<file path="src/rtl/packet_split_buffered_if.sv">
// Handshake bundle for the one-to-two packet splitter: one input stream and two output streams.
// The slave modport is the splitter side; master is the upstream/downstream side.
interface packet_split_buffered_if #(
  parameter int WIDTH = 8
);
  logic             in_valid;
  logic             in_ready;
  logic [WIDTH-1:0] in_data;
  logic             out0_valid;
  logic             out0_ready;
  logic [WIDTH-1:0] out0_data;
  logic             out1_valid;
  logic             out1_ready;
  logic [WIDTH-1:0] out1_data;

  modport master (
    output in_valid, in_data, out0_ready, out1_ready,
    input  in_ready, out0_valid, out0_data, out1_valid, out1_data
  );

  modport slave (
    input  in_valid, in_data, out0_ready, out1_ready,
    output in_ready, out0_valid, out0_data, out1_valid, out1_data
  );
endinterface

</file>
<file path="src/rtl/packet_split_buffered.sv">
// One-to-two packet splitter: in_data[SEL_BIT] steers each packet into a per-port circular FIFO.
// Optional per-port accept counters and a stall counter are enabled with `define PACKET_SPLIT_STATS_EN.
module packet_split_buffered #(
  parameter int WIDTH   = 8,
  parameter int SEL_BIT = 7,
  parameter int DEPTH   = 4
) (
  input  logic clk,
  input  logic rst_n,
  packet_split_buffered_if.slave bus
`ifdef PACKET_SPLIT_STATS_EN
  ,
  output logic [15:0] stat_cnt0,
  output logic [15:0] stat_cnt1,
  output logic [15:0] stat_stall
`endif
);

  localparam int PW = (DEPTH > 1) ? $clog2(DEPTH) : 1;
  localparam int CW = PW + 1;

  typedef enum logic {EMPTY = 1'b0, ACTIVE = 1'b1} port_state_t;

  logic [WIDTH-1:0] mem [2][DEPTH];
  logic [PW-1:0]    wr_ptr [2];
  logic [PW-1:0]    rd_ptr [2];
  logic [CW-1:0]    count [2];
  logic [CW-1:0]    count_nxt [2];
  port_state_t      state [2];

  logic       sel;
  logic [1:0] full;
  logic [1:0] push;
  logic [1:0] pop;
  logic [1:0] out_ready;

  assign sel       = bus.in_data[SEL_BIT];
  assign out_ready = {bus.out1_ready, bus.out0_ready};

  always_comb begin
    for (int k = 0; k < 2; k++) begin
      full[k] = (count[k] == CW'(DEPTH));
    end
  end

  // Full blocks a push even when the same port pops this cycle.
  assign bus.in_ready = rst_n && !full[sel];
  assign push[0]      = bus.in_valid && bus.in_ready && !sel;
  assign push[1]      = bus.in_valid && bus.in_ready &&  sel;

  always_comb begin
    for (int k = 0; k < 2; k++) begin
      pop[k]       = (state[k] == ACTIVE) && out_ready[k];
      count_nxt[k] = count[k];
      if (push[k] && !pop[k]) begin
        count_nxt[k] = count[k] + CW'(1);
      end else if (!push[k] && pop[k]) begin
        count_nxt[k] = count[k] - CW'(1);
      end
    end
  end

  always_ff @(posedge clk or negedge rst_n) begin
    if (!rst_n) begin
      for (int k = 0; k < 2; k++) begin
        wr_ptr[k] <= '0;
        rd_ptr[k] <= '0;
        count[k]  <= '0;
        state[k]  <= EMPTY;
        for (int i = 0; i < DEPTH; i++) begin
          mem[k][i] <= '0;
        end
      end
    end else begin
      for (int k = 0; k < 2; k++) begin
        if (push[k]) begin
          mem[k][wr_ptr[k]] <= bus.in_data;
          wr_ptr[k]         <= wr_ptr[k] + PW'(1);
        end
        if (pop[k]) begin
          rd_ptr[k] <= rd_ptr[k] + PW'(1);
        end
        count[k] <= count_nxt[k];
        state[k] <= (count_nxt[k] != '0) ? ACTIVE : EMPTY;
      end
    end
  end

  // Heads come straight from storage, so a packet shows up the cycle after it is written.
  assign bus.out0_valid = (state[0] == ACTIVE);
  assign bus.out1_valid = (state[1] == ACTIVE);
  assign bus.out0_data  = mem[0][rd_ptr[0]];
  assign bus.out1_data  = mem[1][rd_ptr[1]];

`ifdef PACKET_SPLIT_STATS_EN
  function automatic logic [15:0] sat_inc(input logic [15:0] v);
    return (v == 16'hFFFF) ? v : v + 16'd1;
  endfunction

  always_ff @(posedge clk or negedge rst_n) begin
    if (!rst_n) begin
      stat_cnt0  <= '0;
      stat_cnt1  <= '0;
      stat_stall <= '0;
    end else begin
      if (push[0]) stat_cnt0 <= sat_inc(stat_cnt0);
      if (push[1]) stat_cnt1 <= sat_inc(stat_cnt1);
      if (bus.in_valid && !bus.in_ready) stat_stall <= sat_inc(stat_stall);
    end
  end
`endif

endmodule

</file>
<file path="src/flat_wrapper.sv">
// flat-port wrapper written by rule: the top's interface ports become plain ports
module packet_split_buffered_flat 
#(
  parameter int WIDTH   = 8,
  parameter int SEL_BIT = 7,
  parameter int DEPTH   = 4
)
  (clk, rst_n, bus_in_valid, bus_in_data, bus_out0_ready, bus_out1_ready, bus_in_ready, bus_out0_valid, bus_out0_data, bus_out1_valid, bus_out1_data);
  packet_split_buffered_if #(.WIDTH(WIDTH)) bus_i ();
  input  logic clk;
  input  logic rst_n;
  input wire logic [$bits(bus_i.in_valid)-1:0] bus_in_valid;
  input wire logic [$bits(bus_i.in_data)-1:0] bus_in_data;
  input wire logic [$bits(bus_i.out0_ready)-1:0] bus_out0_ready;
  input wire logic [$bits(bus_i.out1_ready)-1:0] bus_out1_ready;
  output wire logic [$bits(bus_i.in_ready)-1:0] bus_in_ready;
  output wire logic [$bits(bus_i.out0_valid)-1:0] bus_out0_valid;
  output wire logic [$bits(bus_i.out0_data)-1:0] bus_out0_data;
  output wire logic [$bits(bus_i.out1_valid)-1:0] bus_out1_valid;
  output wire logic [$bits(bus_i.out1_data)-1:0] bus_out1_data;
  assign bus_i.in_valid = bus_in_valid;
  assign bus_i.in_data = bus_in_data;
  assign bus_i.out0_ready = bus_out0_ready;
  assign bus_i.out1_ready = bus_out1_ready;
  assign bus_in_ready = bus_i.in_ready;
  assign bus_out0_valid = bus_i.out0_valid;
  assign bus_out0_data = bus_i.out0_data;
  assign bus_out1_valid = bus_i.out1_valid;
  assign bus_out1_data = bus_i.out1_data;
  packet_split_buffered #(.WIDTH(WIDTH), .SEL_BIT(SEL_BIT), .DEPTH(DEPTH)) u_core (.clk(clk), .rst_n(rst_n), .bus(bus_i));
endmodule
</file>
<file path="config.mk">
export PLATFORM = sky130hd
export DESIGN_NAME = packet_split_buffered_flat
export DESIGN_NICKNAME = d
export VERILOG_FILES = /design/src/rtl/packet_split_buffered_if.sv /design/src/rtl/packet_split_buffered.sv /design/src/flat_wrapper.sv
export SDC_FILE = /design/constraint.sdc
export NUM_CORES = 1
export LEC_CHECK = 0
export CORE_MARGIN = 4
export CORE_UTILIZATION = 57
export CTS_CLUSTER_SIZE = 12
export DETAILED_ROUTE_END_ITERATION = 10
export PLACE_DENSITY = 0.81
export RECOVER_POWER = 100
export REMOVE_ABC_BUFFERS = 1
export SETUP_SLACK_MARGIN = 0.5
export SLEW_MARGIN = 20
export SYNTH_ARGS = -nofsm -noshare
export SYNTH_HDL_FRONTEND = slang
export SYNTH_SLANG_ARGS = --single-unit
</file>
<file path="constraint.sdc">
create_clock -name clk -period 2.05 [get_ports clk]
set_input_delay 0.205 -clock clk [delete_from_list [all_inputs] [get_ports clk]]
set_output_delay 0.205 -clock clk [all_outputs]
set_load 0.05 [all_outputs]
</file>
==> summary.md, run 1 <==
| Metric | Value |
|---|---|
| Die area | 7910 µm² |
| Outcome | finished, final reports clean |
| Pwr Density | 1720 nW/µm² |
| CP Launch Type | flop |
| DR iter-0 viols | 105 |
| Critical path endpoint category | output pin |
| Vias per cell | 5.81 |
| GRT overflow | 0 |
| Worst-margin pin slew | 0.909 ns |
| Multi-input logic area | 1790 µm² |
| GPL Wtd Cong | 0.833 |
| CTS H-tree lvls | 3 |
| Slew Limit Fails | 0 |
| TritonCTS buffer count | 9 |
| NumNets Final | 342 |
| Sequential share of the synthesized area | 53.6% |
| CTS Root Cell | clkbuf_8 |
| Largest net degree at the start of global routing | 76 |
| Final period util | 90.4% |
| Slew margin rel. | 39.4% |
| CP Max Fanout | 9 |
| Final setup margin | 0.196 ns |
| Worst EP required | 1.85 ns |
| Antenna violations before repair | 1 |
| Crit path launch | u_core.rd_ptr[1]$_DFFE_PN0P_ |
| ANT nets after route | 0 |
| Synthesized cell area | 3730 µm² |
| Sum Neg Setup Slack | 0 ns |
| Layout cells sized above 1 | 32.0% |
| Achievable Freq | 0.539 GHz |
| Clock transition at path regs | 0.08 ns |
| Final Skew | 0.00532 ns |
| Ant diodes | 0 |
| RR Startpoint | u_core.count[1]$_DFF_PN0_ |
| I/O Buffers | 31 |
| Per-cell routed wire length | 18.7 µm |
| Worst reg-to-reg setup slack | 0.21 ns |
| Clock Sinks | 80 |
| Yosys warnings | 0 |
| Total number of vias | 2317 |
| Leak Pwr | 2.06 nW |
| Total core area | 6350 µm² |
| Rows | 29 |
| Final Hold Fails | 0 |
| Clock Path Buffers | 2 |
| Critical Path AT | 1.65 ns |
| Drt pass-1 iters | 4 |
| Number of global-route vias before repair | 2381 |
| Synth Flop Type | dfrtp_1 |
| CTS tree | built |
| Chip width | 88.9 µm |
| CP cell instances | mux4_2 > clkbuf_2 |
| Clk Latency, worst-skew pair | 0.34 ns |
| IO Count | 32 |
| Synth async-reset ratio | 100% |
| Die Y | 88.9 µm |
| Pre-CTS setup slack | 0.140 ns |
| Number of max-cap violations | 0 |
| Final WL | 7.47 mm |
| HPWL after DPL | 4.44 mm |
| P&R area growth vs syn | 24.4% |
| Cell count after synthesis | 256 |
| First-pass GRT wire length | 11.7 mm |
| Fillers | 438 |
| Number of synthesized register bits | 80 |
| DRC Markers | 0 |
| Tmin final | 1.85 ns |
| Critical path's slowest cell | dfrtp_1 |
| Netlist cell types | 38 |
| Post-synth EDFFs | 0 |
| Total track usage | 19.7% |
| Hold Path Class | input pin to async pin |
| Setup Viol. Count Final | 0 |
| Syn avg cell area | 14.6 µm² |
| RSZ-0062 raised after global routing | yes |
| Initial Util | 58.8% |
| Max VDD drop | 1210 µV |
| Slowest stage delay, CP | 0.64 ns |
| Register Area | 2010 µm² |
| CP Class | flop to output pin |
[area by class of cell]
type                       count  area share, %
tap                           77           2.07
clock inverter                 6           2.48
timing repair buffer          54           9.67
inverter                      14           1.13
sequential                    80           43.2
clock buffer                  10           2.96
multi-input combinational    158           38.5
[cells in the mapped netlist (all sizes together), types with 2 or more instances]
library cell  instances  share of area [%]
ha                   12                4.0
buf                   2               0.27
clkbuf                2               0.20
nor3b                 2               0.67
dfrtp                80                 54
mux4                 16                9.6
and2                  7                1.2
xor2                  2               0.47
nand2b                4               0.67
nand3                 5               0.67
o211a                 2               0.54
inv                  14                1.4
o211ai                3               0.60
nand2                16                2.1
o21ai                 4               0.54
nor2                  5               0.90
xnor2                 8                1.9
mux2                 56                 17
nand4                 2               0.33
[cell usage in the layout, fill, tap and decap left out, types with 4 or more instances in the layout]
cell             instances
and2_1                   4
buf_12                   4
clkbuf_2                15
inv_1                   14
o21ai_0                  4
xnor2_1                  8
ha_1                    10
dfrtp_1                 76
mux2_1                  41
nand2b_1                 4
buf_6                    4
buf_4                   11
mux4_2                  16
mux2_2                  13
clkbuf_1                 6
dfrtp_2                  4
clkdlybuf4s50_1         11
nand2_1                 10
nand2_8                  5
clkbuf_8                10
[stage by stage]
stage / std cells / total power [mW] / instance area, µm² / utilization, % / hold WS (ns)
4_1_cts: 390 / 8.41 / 4690 / 73.8 / 0.169
2_1_floorplan: 252 / 5.45 / 3720 / - / -0.0906
6_report: 399 / 7.99 / 4650 / 73.2 / 0.349
3_3_place_gp: 364 / 6.29 / 4120 / 64.9 / 0.0353
5_1_grt: 399 / 8.47 / 4650 / 73.2 / 0.437
3_5_place_dp: 364 / 6.40 / 4120 / 64.9 / 0.0371
[report_power, final]
group	total, mW	switching, mW	internal, mW
clock network	1.42	0.571	0.848
registers	2.80	0.487	2.32
logic	3.77	2.17	1.60
total	7.99	3.22	4.77
[worst max-delay path: cells and delay by family (launching register included)]
kind | cells | cell delay (ns)
buf+inv | 1 | 0.26
flops | 1 | 0.64
mux | 1 | 0.39
[kinds of logic after synthesis]
logic type,Yosys count,share of synthesized area [%]
flip-flops,80,53.6
multiplexers,73,26.8
AO/OA/AOI/OAI,14,2.81
adder cells (fa/ha/maj),12,4.02
AND/OR/NAND/NOR,49,8.54
XOR/XNOR,10,2.35
buffers and inverters,18,1.88
[sequential cells by signal, summed over array words and instances (netlist names)]
register,count
u_core.bus.out0_valid,1
u_core.bus.out1_valid,1
u_core.count,6
u_core.mem,64
u_core.rd_ptr,4
u_core.wr_ptr,4
[per-layer routing]
metal	up-vias	track usage [%]	routed length, µm
met1	1202	25.8	3190
met5	-	0	13
li1	1045	-	-
met3	18	4.79	348
met2	50	31.5	3750
met4	2	8.66	163
[final timing paths]
path | endpoint | cells past startpoint
min reg2reg | u_core.mem[7]$_DFFE_PN0P_ | 1
max in group asynchronous | u_core.count[3]$_DFF_PN0_ | 2
max reg2reg | u_core.mem[10]$_DFFE_PN0P_ | 5
max | bus_out1_data[1] | 2
min in group clk | u_core.mem[7]$_DFFE_PN0P_ | 1
min | u_core.mem[9]$_DFFE_PN0P_ | 2
[timing repair]
action                                  CTS  global route
endpoints found under the hold margin     5             0
endpoints found under the setup margin   77            77
buffers inserted                          9             9
hold buffers                              1             0
resized for setup                        52            55
pin swaps                                 4             9
No activity file was read; power rests on OpenSTA's default activity.
==> run 2: changes to the inputs <==
Settings changed: CORE_MARGIN 4 to not set.
==> run 2 against run 1 <==
- sequential cell count unchanged
- final cell count decreased by 0.75%
- largest cell class unchanged
- non-clock buffer count decreased by 3
- wire length increased by 6.4%
- critical path type is now flop to flop
- fmax decreased by 2.3%
- via count decreased by 0.95%
- register-to-register slack got worse by 0.06 ns
- total power increased by 1.3%
- combinational power increased by 5%
- global-route usage increased by 3.8 points
- setup slack got worse by 0.043 ns
- critical endpoint is now u_core.mem[35]$_DFFE_PN0P_
==> summary.md, run 2 (synthesized netlist as in run 1, its figures left out) <==
| Metric | Value |
|---|---|
| Clk Latency, worst-skew pair | 0.34 ns |
| Outcome | finished, final reports clean |
| CP Max Fanout | 8 |
| Most common cell after layout, fill and taps aside | dfrtp_1 |
| DR iter-0 viols | 123 |
| CTS tree | built |
| Crit path max-delay family | simple AND/OR/NAND/NOR gates |
| Setup Viol. Count Final | 0 |
| Critical path endpoint category | flop |
| Leak Pwr | 2.11 nW |
| Buf/Inv on CP | 2 |
| Number of max-cap violations | 0 |
| Worst reg-to-reg setup slack | 0.15 ns |
| Reg-to-reg endpoint | u_core.mem[35]$_DFFE_PN0P_ |
| Max VDD drop | 1030 µV |
| Pwr Density | 1730 nW/µm² |
| Final Hold Fails | 0 |
| Placed Area | 4110 µm² |
| CTS Root Cell | clkbuf_8 |
| Achievable Freq | 0.527 GHz |
| CP cell instances | nor3b_1 > clkbuf_1 > nor2_1 > buf_12 > nand2_8 > mux2_1 |
| CP Launch Type | flop |
| Critical path's slowest cell | dfrtp_1 |
| I/O Buffers | 31 |
| Finished Layout Cells | 396 |
| Clock Sinks | 80 |
| CTS H-tree lvls | 3 |
| Final setup margin | 0.153 ns |
| Rows | 29 |
| RSZ-0062 raised after global routing | yes |
| Per-cell routed wire length | 20.1 µm |
| Total number of vias | 2295 |
| Ant diodes | 0 |
| Chip width | 82.9 µm |
| ANT nets after route | 0 |
| Layout cells sized above 1 | 32.3% |
| IO Count | 32 |
| Max reg flops | 64 |
| Total track usage | 23.5% |
| Antenna violations before repair | 0 |
| Design area | 4680 µm² |
| DRC Markers | 0 |
| NumNets Final | 339 |
| Sum Neg Setup Slack | 0 ns |
| HPWL after DPL | 4.42 mm |
| GRT overflow | 0 |
| GPL Wtd Cong | 0.757 |
| Largest net degree at the start of global routing | 76 |
| Most flop-heavy register | u_core.mem |
| RR Startpoint | u_core.count[3]$_DFF_PN0_ |
| Final period util | 92.5% |
| Number of global-route vias before repair | 2459 |
| TritonCTS buffer count | 9 |
| Worst-margin pin slew | 0.907 ns |
| Final Skew | 0.00833 ns |
| Placed Instances | 363 |
| Clock transition at path regs | 0.08 ns |
| Final WL | 7.95 mm |
| Slew margin rel. | 39.5% |
| P&R area growth vs syn | 25.4% |
| Pre-CTS setup slack | 0.0811 ns |
| CP Class | flop to flop |
| Worst EP required | 2.26 ns |
| Die area | 6880 µm² |
| Util after Layout | 73.8% |
| Tmin final | 1.90 ns |
| Critical Path AT | 2.11 ns |
| Initial Util | 58.8% |
| Most frequent cells in the layout | 77 x dfrtp_1, 38 x mux2_1, 18 x mux2_4 |
| Biggest regs | u_core.mem (64), u_core.count (6) |
| Drt pass-1 iters | 4 |
| Die Y | 82.9 µm |
| Hold Path Class | input pin to async pin |
| Slew Limit Fails | 0 |
| Slowest stage delay, CP | 0.46 ns |
| Vias per cell | 5.80 |
| Worst R2R Path Depth | 6 |
| First-pass GRT wire length | 12.3 mm |
| Clock Path Buffers | 2 |
| Total core area | 6350 µm² |
run 2: cell count changes in the layout (fill, tap and decap cells not counted), moves of 3 or more:
cell	change
mux2_4	+16
mux2_1	-3
nand2_8	+3
buf_2	+3
buf_4	-3
clkbuf_2	-3
mux2_2	-13
run 2: cell type report:
| cell class | count | area (µm²) |
|---|---|---|
| sequential | 80 | 2010 |
| multi-input combinational | 158 | 1890 |
| tap | 77 | 96.3 |
| fill | 438 | 1670 |
| clock buffer | 10 | 128 |
| clock inverter | 6 | 92.6 |
| inverter | 14 | 55.1 |
| timing repair buffer | 51 | 414 |
run 2: worst max path at each step:
stage / from / endpoint / slack, ns / depth (start not counted)
CTS: u_core.rd_ptr[2]$_DFFE_PN0P_ / bus_out0_data[1] / 0.22 / 3
global placement: bus_in_valid / u_core.bus.out1_valid$_DFF_PN0_ / 0.11 / 5
global route: u_core.count[1]$_DFF_PN0_ / u_core.mem[0]$_DFFE_PN0P_ / 0.1 / 6
floorplan: u_core.bus.out0_valid$_DFF_PN0_ / u_core.bus.out0_valid$_DFF_PN0_ / 0.33 / 4
detailed placement: bus_in_valid / u_core.bus.out1_valid$_DFF_PN0_ / 0.08 / 5
finish: u_core.count[3]$_DFF_PN0_ / u_core.mem[35]$_DFFE_PN0P_ / 0.15 / 6
run 2: through the flow:
step                      power, mW  hold WS (ns)
after detailed placement       6.40        0.0406
after CTS                      8.21         0.180
after global routing           8.54         0.448
after global placement         6.27        0.0387
after floorplan                5.45       -0.0906
final                          8.09         0.349
run 2: metal layers:
layer / vias to the layer above / global-route usage, % / share of wire, %
met2: 55 / 40.1 / 52
met1: 1184 / 30.2 / 43
met4: 0 / 8.62 / 2.3
li1: 1040 / - / -
met3: 16 / 4.37 / 3.3
met5: - / 0 / 0
run 2: timing repair:
| item | 4_1_cts | 5_1_grt |
|---|---|---|
| pin swaps | 5 | 9 |
| buffers inserted | 13 | 3 |
| setup endpoints to repair | 79 | 77 |
| resized for setup | 46 | 79 |
| hold endpoints to repair | 5 | 0 |
| hold buffers | 1 | 0 |
run 2: power by group:
group / total [mW] / switching (mW) / internal (mW) / leakage [nW]
clock: 1.27 / 0.574 / 0.693 / 0.103
combinational: 3.97 / 2.23 / 1.74 / 1.04
sequential: 2.85 / 0.535 / 2.32 / 0.968
total: 8.09 / 3.34 / 4.75 / 2.11
==> run 3: changes to the inputs <==
Settings changed: MAX_ROUTING_LAYER set to met4.
==> run 3 against run 2 <==
- cell area about the same
- clock-buffer cell count unchanged
- non-clock buffer count unchanged
- sequential share of layout area barely moved
- critical endpoint unchanged
- largest power group unchanged
==> summary.md, run 3 (synthesized netlist as in run 1, its figures left out) <==
| Metric | Value |
|---|---|
| Outcome | finished, final reports clean |
| Total power | 8.11 mW |
| Clock Sinks | 80 |
| I/O Buffers | 31 |
| Most frequent cells in the layout | 77 x dfrtp_1, 38 x mux2_1, 18 x mux2_4 |
| Total core area | 6350 µm² |
| Clock transition at path regs | 0.09 ns |
| First-pass GRT wire length | 12.4 mm |
| Pwr Density | 1730 nW/µm² |
| Final Skew | 0.00901 ns |
| Number of global-route vias before repair | 2458 |
| Largest net degree at the start of global routing | 76 |
| Most flop-heavy register | u_core.mem |
| GPL Wtd Cong | 0.767 |
| Final Hold Fails | 0 |
| RSZ-0062 raised after global routing | yes |
| GRT overflow | 0 |
| RR Startpoint | u_core.count[3]$_DFF_PN0_ |
| Max VDD drop | 1030 µV |
| IO Count | 32 |
| DR iter-0 viols | 122 |
| Die area | 6880 µm² |
| Sum Neg Setup Slack | 0 ns |
| Number of max-cap violations | 0 |
| Ant diodes | 0 |
| Clk Latency, worst-skew pair | 0.34 ns |
| Chip width | 82.9 µm |
| Clock Path Buffers | 2 |
| Final WL | 7.99 mm |
| Setup Viol. Count Final | 0 |
| Slew margin rel. | 38.9% |
| Achievable Freq | 0.528 GHz |
| CP Launch Type | flop |
| Hold Path Class | input pin to async pin |
| CTS H-tree lvls | 3 |
| Total track usage | 24.3% |
| Slew Limit Fails | 0 |
| DRC Markers | 0 |
| Drt pass-1 iters | 4 |
| Layout cells sized above 1 | 32.6% |
| Initial Util | 58.8% |
| CP Class | flop to flop |
| CTS Root Cell | clkbuf_8 |
| CP Max Fanout | 8 |
| Worst EP required | 2.27 ns |
| Die Y | 82.9 µm |
| Worst R2R Path Depth | 6 |
| NumNets Final | 339 |
| Most common cell after layout, fill and taps aside | dfrtp_1 |
| HPWL after DPL | 4.42 mm |
| Design area | 4690 µm² |
| Total number of vias | 2310 |
| Vias per cell | 5.83 |
| Biggest regs | u_core.mem (64), u_core.count (6) |
| Per-cell routed wire length | 20.2 µm |
| Worst reg-to-reg setup slack | 0.16 ns |
| Antenna violations before repair | 0 |
| Worst-margin pin slew | 0.916 ns |
| Final period util | 92.4% |
| CTS tree | built |
| TritonCTS buffer count | 9 |
| Critical Path AT | 2.11 ns |
| Leak Pwr | 2.11 nW |
| P&R area growth vs syn | 25.5% |
| Tmin final | 1.89 ns |
| ANT nets after route | 0 |
| Rows | 29 |
| Placed Area | 4110 µm² |
| Reg-to-reg endpoint | u_core.mem[35]$_DFFE_PN0P_ |
| Max reg flops | 64 |
| Critical path endpoint category | flop |
run 3: how the worst max path moves through the flow:
stage / from / to / cells after the start / slack (ns)
floorplan: u_core.bus.out0_valid$_DFF_PN0_ / u_core.bus.out0_valid$_DFF_PN0_ / 4 / 0.33
global placement: bus_in_valid / u_core.bus.out1_valid$_DFF_PN0_ / 5 / 0.11
CTS: u_core.rd_ptr[2]$_DFFE_PN0P_ / bus_out0_data[1] / 3 / 0.22
detailed placement: bus_in_valid / u_core.bus.out1_valid$_DFF_PN0_ / 5 / 0.08
global route: u_core.count[1]$_DFF_PN0_ / u_core.mem[0]$_DFFE_PN0P_ / 6 / 0.1
finish: u_core.count[3]$_DFF_PN0_ / u_core.mem[35]$_DFFE_PN0P_ / 6 / 0.16
run 3: stage by stage:
step	utilization, %	hold WS [ns]	setup WS (ns)	instances
CTS	73.2	0.180	0.222	393
detailed placement	64.8	0.0406	0.0811	363
floorplan	-	-0.0906	0.330	252
finish	73.8	0.354	0.157	396
global route	73.8	0.460	0.0973	396
global placement	64.8	0.0387	0.113	363
run 3: critical path, cell delays in order, from the launching register on:
cell and delay, ns:
dfrtp_1 0.47, nor3b_1 0.33, clkbuf_1 0.23, nor2_1 0.12, buf_12 0.17, nand2_8 0.11, mux2_1 0.35
run 3: timing repair:
item,4_1_cts,5_1_grt
buffers inserted,13,3
gates resized for setup,46,80
setup endpoints to repair,79,77
hold buffers,1,0
hold endpoints to repair,5,0
pin swaps,5,9
run 3: power by group:
| part | internal [mW] | switching [mW] |
|---|---|---|
| Combinational | 1.74 | 2.24 |
| Sequential | 2.32 | 0.531 |
| Clock | 0.693 | 0.582 |
| Total | 4.75 | 3.36 |
run 3: routing by layer:
metal / vias to the layer above / share of wire [%] / track usage [%]
li1: 1042 / - / -
met1: 1203 / 43 / 30.5
met2: 54 / 52 / 40.0
met3: 11 / 3.6 / 4.08
met4: 0 / 1.4 / 9.09
met5: - / 0 / -
run 3: cell type report:
| type | count | area, µm² |
|---|---|---|
| clock buffer | 10 | 128 |
| timing repair buffer | 51 | 414 |
| tap | 77 | 96.3 |
| inverter | 14 | 55.1 |
| fill | 437 | 1660 |
| sequential | 80 | 2010 |
| clock inverter | 6 | 92.6 |
| multi-input combinational | 158 | 1900 |
==> RTL change: new RTL, flow settings as in run 2 <==
`WIDTH` is set to 8 in 3 places; all go to 10.
--- a/src/rtl/packet_split_buffered_if.sv
+++ b/src/rtl/packet_split_buffered_if.sv
@@ -1,7 +1,7 @@
 // Handshake bundle for the one-to-two packet splitter: one input stream and two output streams.
 // The slave modport is the splitter side; master is the upstream/downstream side.
 interface packet_split_buffered_if #(
-  parameter int WIDTH = 8
+  parameter int WIDTH = 10
 );
   logic             in_valid;
   logic             in_ready;
--- a/src/rtl/packet_split_buffered.sv
+++ b/src/rtl/packet_split_buffered.sv
@@ -1,7 +1,7 @@
 // One-to-two packet splitter: in_data[SEL_BIT] steers each packet into a per-port circular FIFO.
 // Optional per-port accept counters and a stall counter are enabled with `define PACKET_SPLIT_STATS_EN.
 module packet_split_buffered #(
-  parameter int WIDTH   = 8,
+  parameter int WIDTH   = 10,
   parameter int SEL_BIT = 7,
   parameter int DEPTH   = 4
 ) (
--- a/src/flat_wrapper.sv
+++ b/src/flat_wrapper.sv
@@ -1,7 +1,7 @@
 // flat-port wrapper written by rule: the top's interface ports become plain ports
 module packet_split_buffered_flat 
 #(
-  parameter int WIDTH   = 8,
+  parameter int WIDTH   = 10,
   parameter int SEL_BIT = 7,
   parameter int DEPTH   = 4
 )
Ports: changed (resized bus_in_data, bus_out0_data and bus_out1_data); port bits go from 32 to 38. The function was not compared with the original's and may differ.
==> RTL change against run 2 <==
Clock skew increased by 0.0062 ns; sequential power grew 21%; synthesized area increased by 29%; routed wire length grew 32%; power is 23% higher; largest cell class unchanged; hold slack worse by 0.20 ns; worst setup slack got worse by 0.033 ns; critical path type is now reg -> out; synthesized cell count is 14% higher; final area is 22% higher; sequential cell count rose by 16.
==> RTL change: results (changes against run 2) <==
main area contributors after synthesis dfrtp_1, mux2_4, mux4_2 (was dfrtp_1, mux2_2, mux4_2); wire length of the first global-routing pass 16070 µm (was 12340 µm); worst setup slack before clock tree synthesis 0.1090 ns (was 0.08106 ns); number of flip-flops under the largest register name 80 (was 64); half-perimeter wire length after detailed placement 5754 µm (was 4423 µm); maximum clock path buffer count 2 (unchanged); FILL cells 570 (was 438); number of synthesis warnings 0 (unchanged); commonest cells in the synthesized netlist dfrtp_1, mux2_4, mux4_2 (was dfrtp_1, mux2_2, mux4_2); Iteration-0 DRC Markers 140 (was 123); Wirelength per Cell 21.15 µm (was 20.07 µm); CTS clk-pin slew, worst paths 0.10 ns (was 0.08 ns); clock latency of the later-clocked register in the worst-skew pair 0.36 ns (was 0.34 ns); H-tree lvl count 3 (unchanged); VDD IR-drop max 0.8140 mV (was 1.030 mV); sequential cell area fraction in the yosys report 49.69% (was 53.60%); nets 411 (was 339); ratio of cells with drive above 1 in the final layout 36.76% (was 32.29%); async set or reset register ratio after synthesis 100.0% (unchanged); count of buffers from port buffering 37 (was 31); placement-stage cell area 5314 µm² (was 4114 µm²); via-per-instance ratio 5.705 (was 5.795); Overall Global Routing Usage 24.55% (was 23.52%); registers with the most flip-flops u_core.mem: 80 flops, u_core.count: 6 flops (was u_core.mem: 64 flops, u_core.count: 6 flops); last weighted congestion value of the routability-driven placer 0.7435 (was 0.7573); pin count of the biggest net entering global routing 54 (was 76); Gate Count Post-Synth 292 (was 256); highest net fanout along the worst path 5 (was 8); first drt pass iteration count 4 (unchanged); Setup Total Neg Slack 0 ns (unchanged); run status complete, no violations (unchanged); root buffer cell clkbuf_8 (unchanged); clock buffer count from CTS 9 (unchanged); Post-Place Cells 435 (was 363); number of distinct standard cells referenced by the synthesized netlist 41 (was 38); antenna violations before repair 1 (was 0); static leakage 2.621 nW (was 2.113 nW); Crit path arrival time 1.72 ns (was 2.11 ns); predominant post-synthesis flop cell dfrtp_1 (unchanged); number of global-route vias before repair 2958 (was 2459); total vias in the final route 2824 (was 2295); Tightest Pin Transition 0.6517 ns (was 0.9069 ns); Fin Clk Skew 0.01451 ns (was 0.008326 ns); path type of the worst min-delay path in -> async (unchanged); number of enable flip-flop cells after synthesis 0 (unchanged)
-- RTL change: cell count changes after synthesis, moves of 2 or more --
cell,run 2,this run
nor3b_2,2,0
nand2_2,8,0
nor2_4,2,0
nor2_8,0,2
mux4_2,16,20
mux2_2,54,0
mux2_4,0,72
mux2_1,2,0
dfrtp_1,80,96
nor3b_4,0,2
nand2_8,0,8
-- RTL change: cell families after synthesis --
group	count (synthesis)	synth area share, %
buffers and inverters	18	1.449
adder cells (fa/ha/maj)	12	3.106
AO/OA/AOI/OAI	14	2.277
flip-flops	96	49.69
AND/OR/NAND/NOR	49	9.628
multiplexers	93	31.88
XOR/XNOR	10	1.967
-- RTL change: path summary, 6_finish.rpt --
check,startpoint,end,slack (ns),cells after the start
min in group clk,u_core.mem[7],u_core.mem[7],0.47,1
max reg2reg,u_core.count[0],u_core.mem[22],0.15,6
min reg2reg,u_core.mem[7],u_core.mem[7],0.47,1
max in group asynchronous,rst_n,u_core.mem[49],0.83,3
min,rst_n,u_core.mem[20],0.15,2
max,u_core.rd_ptr[0],bus_out1_data[0],0.12,3
-- RTL change: what timing repair did --
action | 4_1_cts | 5_1_grt
cloned | 9 | 2
pin swaps | 8 | 9
hold endpoints to repair | 3 | 0
resized for setup | 39 | 32
hold buffers | 1 | 0
setup endpoints to repair | 100 | 103
setup buffers | 17 | 14
-- RTL change: final cells by class --
cell class                      instances  area share (%)
Clock inverter                          6           1.967
Antenna cell                            1         0.04372
Sequential cell                        96           42.10
Multi-Input combinational cell        186           38.32
Clock buffer                           10           2.230
Timing Repair Buffer                   77           12.13
Inverter                               14          0.9180
Tap cell                              105           2.295
-- RTL change: stage by stage --
stage	utilization [%]	total power [mW]	hold slack, ns
2_1_floorplan	-	7.241	-0.09059
3_3_place_gp	64.67	8.299	0.02436
3_5_place_dp	64.67	8.457	0.02428
4_1_cts	72.97	10.55	-0.02333
5_1_grt	69.64	10.41	0.2148
6_report	69.67	9.948	0.1520
-- RTL change: layer usage --
metal	vias up	wire length (µm)	part of all wire (%)	GRT usage (%)
li1	1258	-	-	-
met1	1495	4959	47	35.47
met2	57	5003	48	37.59
met3	14	349	3.3	4.612
met4	0	157	1.5	7.821
met5	-	0	0	0
-- RTL change: power by group --
part / switching, mW / internal (mW) / leakage [nW] / total (mW)
combinational: 2.76 / 2.26 / 1.34 / 5.02
clock: 0.676 / 0.818 / 0.121 / 1.49
sequential: 0.647 / 2.79 / 1.16 / 3.44
-- RTL change: worst max-delay path: stages, from the launching register on --
cell	delay, ns
dfrtp_2	0.45
clkbuf_16	0.18
mux4_2	0.51
clkbuf_4	0.23
